==> config.mk <==
export PLATFORM = sky130hd
export DESIGN_NAME = riscv_opsel_stage
export DESIGN_NICKNAME = d
export VERILOG_FILES = /design/src/rtl/riscv_constants.sv /design/src/rtl/riscv_fwd_unit.sv /design/src/rtl/riscv_opsel_stage.sv
export SDC_FILE = /design/constraint.sdc
export NUM_CORES = 1
export LEC_CHECK = 0
export CORE_AREA = 2 2 133 135
export CTS_CLUSTER_DIAMETER = 150
export CTS_CLUSTER_SIZE = 28
export DETAILED_ROUTE_END_ITERATION = 10
export DIE_AREA = 0 0 135 137
export PLACE_DENSITY = 0.74
export SYNTH_ARGS = -nofsm -noshare
export SYNTH_HDL_FRONTEND = slang
export SYNTH_HIERARCHICAL = 1
export SYNTH_SLANG_ARGS = --single-unit
==> constraint.sdc <==
create_clock -name clk -period 2.3 [get_ports clk]
set_input_delay 0.345 -clock clk [delete_from_list [all_inputs] [get_ports clk]]
set_output_delay 0.345 -clock clk [all_outputs]
set_load 0.01 [all_outputs]
==> src/rtl/riscv_constants.sv <==
// ---------------------------------------------------------------------------
// riscv_constants
// Shared constants for the operand-select stage and its forwarding units.
//   OP1_SEL    : operand 1 source (register rs1, program counter, zero-ext imm)
//   OP2_SEL    : operand 2 source (register rs2, immediate)
//   regMatch() : "this writer targets this source register" test, x0 excluded
// ---------------------------------------------------------------------------
package riscv_constants;

  typedef enum logic [1:0] {
    OP1_RS1 = 2'd0,
    OP1_PC  = 2'd1,
    OP1_IMZ = 2'd2
  } OP1_SEL;

  typedef enum logic [1:0] {
    OP2_RS2 = 2'd0,
    OP2_IMM = 2'd1
  } OP2_SEL;

  // x0 is hard-wired to zero, so a writer aimed at it never produces a
  // forwarding hit or a hazard.
  function automatic logic regMatch(input logic       valid,
                                    input logic [4:0] rd,
                                    input logic [4:0] addr);
    return valid && (rd == addr) && (addr != 5'd0);
  endfunction

endpackage

==> src/rtl/riscv_fwd_unit.sv <==
// ---------------------------------------------------------------------------
// riscv_fwd_unit
// Resolves one register source operand against the in-flight writers.
// Optional feature macro: RISCV_OPSEL_FWD_EN
//   defined   : lowest-index matching writer supplies the data; a stall is
//               raised only if that writer's result is still pending.
//   undefined : register-file data is always used; any match stalls.
// Ports:
//   rs_addr     in  5                   source register index
//   rs_data     in  WORD_LENGTH         register-file read data
//   fwd_valid   in  NUM_FWD             writer k is valid
//   fwd_pending in  NUM_FWD             writer k result not yet available
//   fwd_rd      in  NUM_FWD x 5         writer k destination
//   fwd_data    in  NUM_FWD x WORD_LENGTH writer k result
//   op_data     out WORD_LENGTH         resolved operand value
//   stall       out 1                   operand cannot be resolved this cycle
// ---------------------------------------------------------------------------
import riscv_constants::*;

module riscv_fwd_unit #(
  parameter int WORD_LENGTH = 32,
  parameter int NUM_FWD     = 2
) (
  input  logic [4:0]                            rs_addr,
  input  logic [WORD_LENGTH-1:0]                rs_data,
  input  logic [NUM_FWD-1:0]                    fwd_valid,
  input  logic [NUM_FWD-1:0]                    fwd_pending,
  input  logic [NUM_FWD-1:0][4:0]               fwd_rd,
  input  logic [NUM_FWD-1:0][WORD_LENGTH-1:0]   fwd_data,
  output logic [WORD_LENGTH-1:0]                op_data,
  output logic                                  stall
);

  logic                   hit;
  logic                   hitPending;
  logic [WORD_LENGTH-1:0] hitData;

  // Priority search: walk from the highest index down so that a lower-index
  // match overwrites any higher one, leaving source 0 as the winner.
  always_comb begin
    hit        = 1'b0;
    hitPending = 1'b0;
    hitData    = '0;
    for (int k = NUM_FWD - 1; k >= 0; k--) begin
      if (regMatch(fwd_valid[k], fwd_rd[k], rs_addr)) begin
        hit        = 1'b1;
        hitPending = fwd_pending[k];
        hitData    = fwd_data[k];
      end
    end
  end

`ifdef RISCV_OPSEL_FWD_EN
  // Bypass the register file with the winning writer's result; only a
  // still-pending result (e.g. load-use) has to hold the instruction back.
  assign op_data = hit ? hitData : rs_data;
  assign stall   = hit & hitPending;
`else
  // Without bypass paths the register file is the only source, so any
  // outstanding writer to this register must be waited out.
  logic unusedFwd;
  assign unusedFwd = ^{hitPending, hitData};
  assign op_data   = rs_data;
  assign stall     = hit;
`endif

endmodule

==> src/rtl/riscv_opsel_stage.sv <==
// ---------------------------------------------------------------------------
// riscv_opsel_stage
// Operand-select pipeline stage: picks operand 1/2 from registers (with
// forwarding), PC or immediates, stalls on unresolved hazards and registers
// the pair behind a valid/ready handshake with one cycle of latency.
// Optional feature macro: RISCV_OPSEL_FWD_EN (enables the bypass paths in
// riscv_fwd_unit; the port list is the same either way).
// Ports:
//   clk, rst_n                 clock, async active-low reset
//   in_valid / in_ready        upstream handshake (in_ready combinational)
//   op1_sel, op2_sel           operand source selects
//   rs1_addr, rs2_addr         source register indices
//   rs1_data, rs2_data, pc,
//   imm_z_uext, imm            candidate operand values
//   fwd_valid, fwd_pending,
//   fwd_rd, fwd_data           in-flight writer information (index 0 first)
//   flush                      drops held and incoming operands
//   out_valid / out_ready      downstream handshake
//   op1, op2                   registered operands
//   stall_cnt                  saturating count of hazard stall cycles
// ---------------------------------------------------------------------------
import riscv_constants::*;

module riscv_opsel_stage #(
  parameter int WORD_LENGTH = 32,
  parameter int NUM_FWD     = 2,
  parameter int CNT_WIDTH   = 16
) (
  input  logic                                clk,
  input  logic                                rst_n,
  input  logic                                in_valid,
  output logic                                in_ready,
  input  OP1_SEL                              op1_sel,
  input  OP2_SEL                              op2_sel,
  input  logic [4:0]                          rs1_addr,
  input  logic [4:0]                          rs2_addr,
  input  logic [WORD_LENGTH-1:0]              rs1_data,
  input  logic [WORD_LENGTH-1:0]              rs2_data,
  input  logic [WORD_LENGTH-1:0]              pc,
  input  logic [WORD_LENGTH-1:0]              imm_z_uext,
  input  logic [WORD_LENGTH-1:0]              imm,
  input  logic [NUM_FWD-1:0]                  fwd_valid,
  input  logic [NUM_FWD-1:0]                  fwd_pending,
  input  logic [NUM_FWD-1:0][4:0]             fwd_rd,
  input  logic [NUM_FWD-1:0][WORD_LENGTH-1:0] fwd_data,
  input  logic                                flush,
  output logic                                out_valid,
  input  logic                                out_ready,
  output logic [WORD_LENGTH-1:0]              op1,
  output logic [WORD_LENGTH-1:0]              op2,
  output logic [CNT_WIDTH-1:0]                stall_cnt
);

  localparam logic [CNT_WIDTH-1:0] CNT_ONE = 1;

  logic [WORD_LENGTH-1:0] fwdOp1, fwdOp2;
  logic                   stall1, stall2;
  logic [WORD_LENGTH-1:0] op1Res, op2Res;
  logic                   hazard;
  logic                   transfer;

  logic                   outValid_q, outValid_d;
  logic [WORD_LENGTH-1:0] op1_q, op1_d;
  logic [WORD_LENGTH-1:0] op2_q, op2_d;
  logic [CNT_WIDTH-1:0]   stallCnt_q, stallCnt_d;

  riscv_fwd_unit #(.WORD_LENGTH(WORD_LENGTH), .NUM_FWD(NUM_FWD)) u_fwdRs1 (
    .rs_addr     (rs1_addr),
    .rs_data     (rs1_data),
    .fwd_valid   (fwd_valid),
    .fwd_pending (fwd_pending),
    .fwd_rd      (fwd_rd),
    .fwd_data    (fwd_data),
    .op_data     (fwdOp1),
    .stall       (stall1)
  );

  riscv_fwd_unit #(.WORD_LENGTH(WORD_LENGTH), .NUM_FWD(NUM_FWD)) u_fwdRs2 (
    .rs_addr     (rs2_addr),
    .rs_data     (rs2_data),
    .fwd_valid   (fwd_valid),
    .fwd_pending (fwd_pending),
    .fwd_rd      (fwd_rd),
    .fwd_data    (fwd_data),
    .op_data     (fwdOp2),
    .stall       (stall2)
  );

  // Operand multiplexers; unassigned select encodings yield zero.
  always_comb begin
    op1Res = '0;
    case (op1_sel)
      OP1_RS1: op1Res = fwdOp1;
      OP1_PC:  op1Res = pc;
      OP1_IMZ: op1Res = imm_z_uext;
      default: op1Res = '0;
    endcase
    op2Res = '0;
    case (op2_sel)
      OP2_RS2: op2Res = fwdOp2;
      OP2_IMM: op2Res = imm;
      default: op2Res = '0;
    endcase
  end

  // A register hazard only matters for an operand that actually reads it.
  assign hazard   = ((op1_sel == OP1_RS1) && stall1) ||
                    ((op2_sel == OP2_RS2) && stall2);
  assign in_ready = !flush && !hazard && (!outValid_q || out_ready);
  assign transfer = in_valid && in_ready;

  // Next-state: flush wins, then a new capture (which also covers the
  // simultaneous drain+fill case), then a plain drain. Operands only move on
  // capture so a stalled consumer sees them stable.
  always_comb begin
    outValid_d = outValid_q;
    op1_d      = op1_q;
    op2_d      = op2_q;
    stallCnt_d = stallCnt_q;
    if (flush) begin
      outValid_d = 1'b0;
    end else if (transfer) begin
      outValid_d = 1'b1;
      op1_d      = op1Res;
      op2_d      = op2Res;
    end else if (out_ready) begin
      outValid_d = 1'b0;
    end
    if (!flush && in_valid && hazard && (stallCnt_q != '1)) begin
      stallCnt_d = stallCnt_q + CNT_ONE;
    end
  end

  // State registers; reset empties the stage and clears the stall counter.
  always_ff @(posedge clk or negedge rst_n) begin
    if (!rst_n) begin
      outValid_q <= 1'b0;
      op1_q      <= '0;
      op2_q      <= '0;
      stallCnt_q <= '0;
    end else begin
      outValid_q <= outValid_d;
      op1_q      <= op1_d;
      op2_q      <= op2_d;
      stallCnt_q <= stallCnt_d;
    end
  end

  assign out_valid = outValid_q;
  assign op1       = op1_q;
  assign op2       = op2_q;
  assign stall_cnt = stallCnt_q;

endmodule

==> impl_metrics.toml <==
[layout]
most_common_library_cell_in_the_layout_ignoring_fill_and_taps = "sky130_fd_sc_hd__clkdlybuf4s50_1"
post_layout_net_count = 973
finish.utilization_pct = 48.5
insertedDiodeCount = 0
areaGrowthSynthToFinish_pct = 64.0
layout.cells.most_common_list = "sky130_fd_sc_hd__clkdlybuf4s50_1 (249), sky130_fd_sc_hd__dfrtp_1 (81), sky130_fd_sc_hd__mux2i_1 (64)"
fraction_of_final_layout_cells_with_drive_strength_greater_than_1_pct = 19.9
finish.instance_area_um2 = 8280
nFillCells = 1596

[critical_path]
rr_worst_depth = 5
cp_data_arrival_time_ns = 2.66
reg2reg_setup_slack_ns = 0.39
cp_data_required_time_ns = 2.52
cp_slowest_cell = "sky130_fd_sc_hd__or4b_4"
cp_cell_instances = "clkdlybuf4s15_2 -> xor2_1 -> nor4_2 -> nand3_1 -> a21oi_2 -> or3b_4 -> and2_4 -> or4b_4 -> or2_1 -> xnor2_1"
cp_max_fo = 3
worst_path_largest_cell_delay_ns = 0.48
start_kind = "primary input"
critical_path.reg2reg.startpoint = "stall_cnt[0]"
critPathCaptureType = "register"
r2r-end = "stall_cnt[10]"
path_class = "primary input to register"

[die]
floorplan.initialDensity_pct = 29.6
core.rowCount = 48
die_y_um = 137
die-area_um2 = 18500
boundaryPins = 339
die-width_um = 135
core_um2 = 17100

[routing]
wl_per_cell_um = 16.8
routed-via-count = 4272
finalWirelength_mm = 15.9
dr.pass1.iters = 4
detail_route.iter0.violations = 66
drc = 0
final_antenna_net_count = 0
routed_via_density = 4.53

[timing]
worst_clock_skew_ns = 0.00638
slew-limit-headroom_pct = 60.1
worst_margin_slew_ns = 0.598
rsz0062_at_grt = "true"
setup_total_negative_slack_ns = -4.42
final_critical_path_setup_slack_ns = -0.141
final.period_utilization_pct = 106
report.final.setup_viol = 41
fmax_mhz = 410
timing.final.max_slew_violations = 0
final.min_clock_period_ns = 2.44
hold_viol = 0

[logic_synthesis]
net_count_after_synthesis = 749
netlist_area_um2 = 5050
yosys_register_bits = 81
post-synth-top-area-fraction_pct = 40.1
synthesis_warnings = 6
synth-async-reset-ratio_pct = 100
synth_top_area_cell = "sky130_fd_sc_hd__dfrtp_1"
synthesis.area_per_instance_um2 = 10.3
synthDistinctLibCells = 33
synth.area.top_cells = "sky130_fd_sc_hd__dfrtp_1 (40%), sky130_fd_sc_hd__mux2_2 (14%), sky130_fd_sc_hd__mux2i_1 (13%)"
synth-edff-count = 0
yosys_most_used_dff = "sky130_fd_sc_hd__dfrtp_1"
syn-instance-count = 491
synth.yosys.seq_area_share_pct = 40.1

[pwr]
swShare_pct = 25.9
p_int_mw = 3.59
p_switching_mw = 1.26
p_seq_share_pct = 36.1
share_comb_of_total_power_pct = 31.6
p_leak_nw = 3.56
p_clk_share_pct = 32.3
p_per_area_nw_per_um2 = 585
irDropWorstVdd_uv = 297

[hold_path]
hold_class = "register to register"
min_from = "stall_cnt[7]"
timing.hold.worst_endpoint = "stall_cnt[7]"
whs_path_depth = 1

[job]
drv.max_cap_violation_count = 0

[grt]
grt_start_max_net_pins = 49
grt_antenna_before_repair = 1
gr-usage-all-layers_pct = 16.8
grt.overflow.total = 0
first_global_vias = 4418
wire_length_of_the_first_global_routing_pass_mm = 23.7

[cts]
cts_tree = "yes"
cts.root.buffer_cell = "sky130_fd_sc_hd__clkbuf_16"
cts.sink_count = 81
clk_latency_ns = 0.34
cts.htree.levels = 3
clk_pin_slew_worst_paths_ns = 0.06
cts_made_buffers = 9
clk_path_buf_depth = 2

[placement]
numPortBuffers = 272
gp_routability_congestion = 0.792
place_hpwl_mm = 11.7
place_area_um2 = 7630

[run_status]
run_status = "finished, violations left"
failed_checks = "negative setup slack"
-- stage by stage --
| step | power, mW | instances | hold WS (ns) | setup slack (ns) |
|---|---|---|---|---|
| after floorplan | 2.37 | 491 | 0.0494 | -0.166 |
| after global placement | 3.23 | 915 | 0.335 | -0.871 |
| after detailed placement | 3.25 | 915 | 0.330 | -0.979 |
| after CTS | 4.92 | 942 | 0.492 | -0.139 |
| after global routing | 5.08 | 944 | 0.513 | -0.266 |
| final | 4.85 | 944 | 0.494 | -0.141 |
-- flip-flops by register name, indices dropped and copies added, names as in the netlist --
register and count:
op2 32, op1 32, out_valid 1, stall_cnt 16
-- cell type report --
cell class,count,area [µm²],share of cell area [%]
Timing Repair Buffer,302,3150,38.0
Multi-Input combinational cell,321,2510,30.3
Sequential cell,81,2030,24.5
Tap cell,225,282,3.40
Clock buffer,10,239,2.89
Clock inverter,5,78.8,0.952
-- cell families after synthesis --
kind of cell             Yosys count  share of synthesized area [%]
AND/OR/NAND/NOR                  119                           11.1
AO/OA/AOI/OAI                     39                           3.94
XOR/XNOR                          34                           5.90
adder cells (fa/ha/maj)            1                          0.248
buffers and inverters             89                           11.7
flip-flops                        81                           40.1
multiplexers                     128                           27.0
-- how the worst max path moves through the flow --
stage | start | endpoint | slack [ns] | cells past startpoint
2_1_floorplan | rs2_addr[0] | stall_cnt[10] | -0.17 | 9
3_3_place_gp | rs2_addr[1] | in_ready | -0.87 | 10
6_report | rs2_addr[1] | stall_cnt[10] | -0.14 | 10
4_1_cts | fwd_rd[5] | stall_cnt[10] | -0.14 | 11
3_5_place_dp | rs2_addr[1] | in_ready | -0.98 | 10
5_1_grt | fwd_rd[2] | stall_cnt[10] | -0.27 | 11
-- Yosys cell counts, types with 2 or more instances --
master	instances
sky130_fd_sc_hd__a21oi_1	4
sky130_fd_sc_hd__and3_1	3
sky130_fd_sc_hd__buf_1	3
sky130_fd_sc_hd__buf_2	9
sky130_fd_sc_hd__buf_4	64
sky130_fd_sc_hd__clkbuf_1	12
sky130_fd_sc_hd__dfrtp_1	81
sky130_fd_sc_hd__mux2_2	64
sky130_fd_sc_hd__mux2i_1	64
sky130_fd_sc_hd__nand2_1	41
sky130_fd_sc_hd__nand2b_1	2
sky130_fd_sc_hd__nand3_1	7
sky130_fd_sc_hd__nand4_1	7
sky130_fd_sc_hd__nor2_1	40
sky130_fd_sc_hd__nor3_1	4
sky130_fd_sc_hd__nor4_1	2
sky130_fd_sc_hd__nor4_2	2
sky130_fd_sc_hd__o21ai_0	32
sky130_fd_sc_hd__or2_2	2
sky130_fd_sc_hd__or3b_1	2
sky130_fd_sc_hd__or4_1	2
sky130_fd_sc_hd__xnor2_1	12
sky130_fd_sc_hd__xor2_1	22
-- repair_timing --
item | 4_1_cts | 5_1_grt
setup endpoints to repair | 82 | 79
buffers inserted | 6 | 2
hold buffers | 1 | 0
gates cloned | 5 | 1
resized for setup | 74 | 7
pin swaps | 20 | 3
hold endpoints to repair | 33 | 0
-- power groups by stage --
stage	combinational, mW	sequential [mW]	clock (mW)
after floorplan	0.498	1.88	0
after global placement	1.46	1.77	0
after detailed placement	1.47	1.78	0
after CTS	1.55	1.75	1.61
after global routing	1.64	1.78	1.66
final	1.53	1.75	1.57
-- worst max-delay path: cells and delay by family --
kind	cells	cell delay, ns
compound gates	1	0.14
xor+xnor	2	0.29
buf+inv	1	0.21
simple gates	6	1.67
-- per-layer routing --
layer / wire length [µm] / part of all wire (%) / global-route usage [%] / vias to the layer above
li1: - / - / - / 2076
met1: 6600 / 42 / 20.4 / 2013
met2: 7750 / 49 / 28.8 / 165
met3: 1310 / 8.2 / 4.89 / 16
met4: 213 / 1.3 / 4.86 / 2
met5: 16 / 0.10 / 0 / -
(Power assumes the default switching activity.)
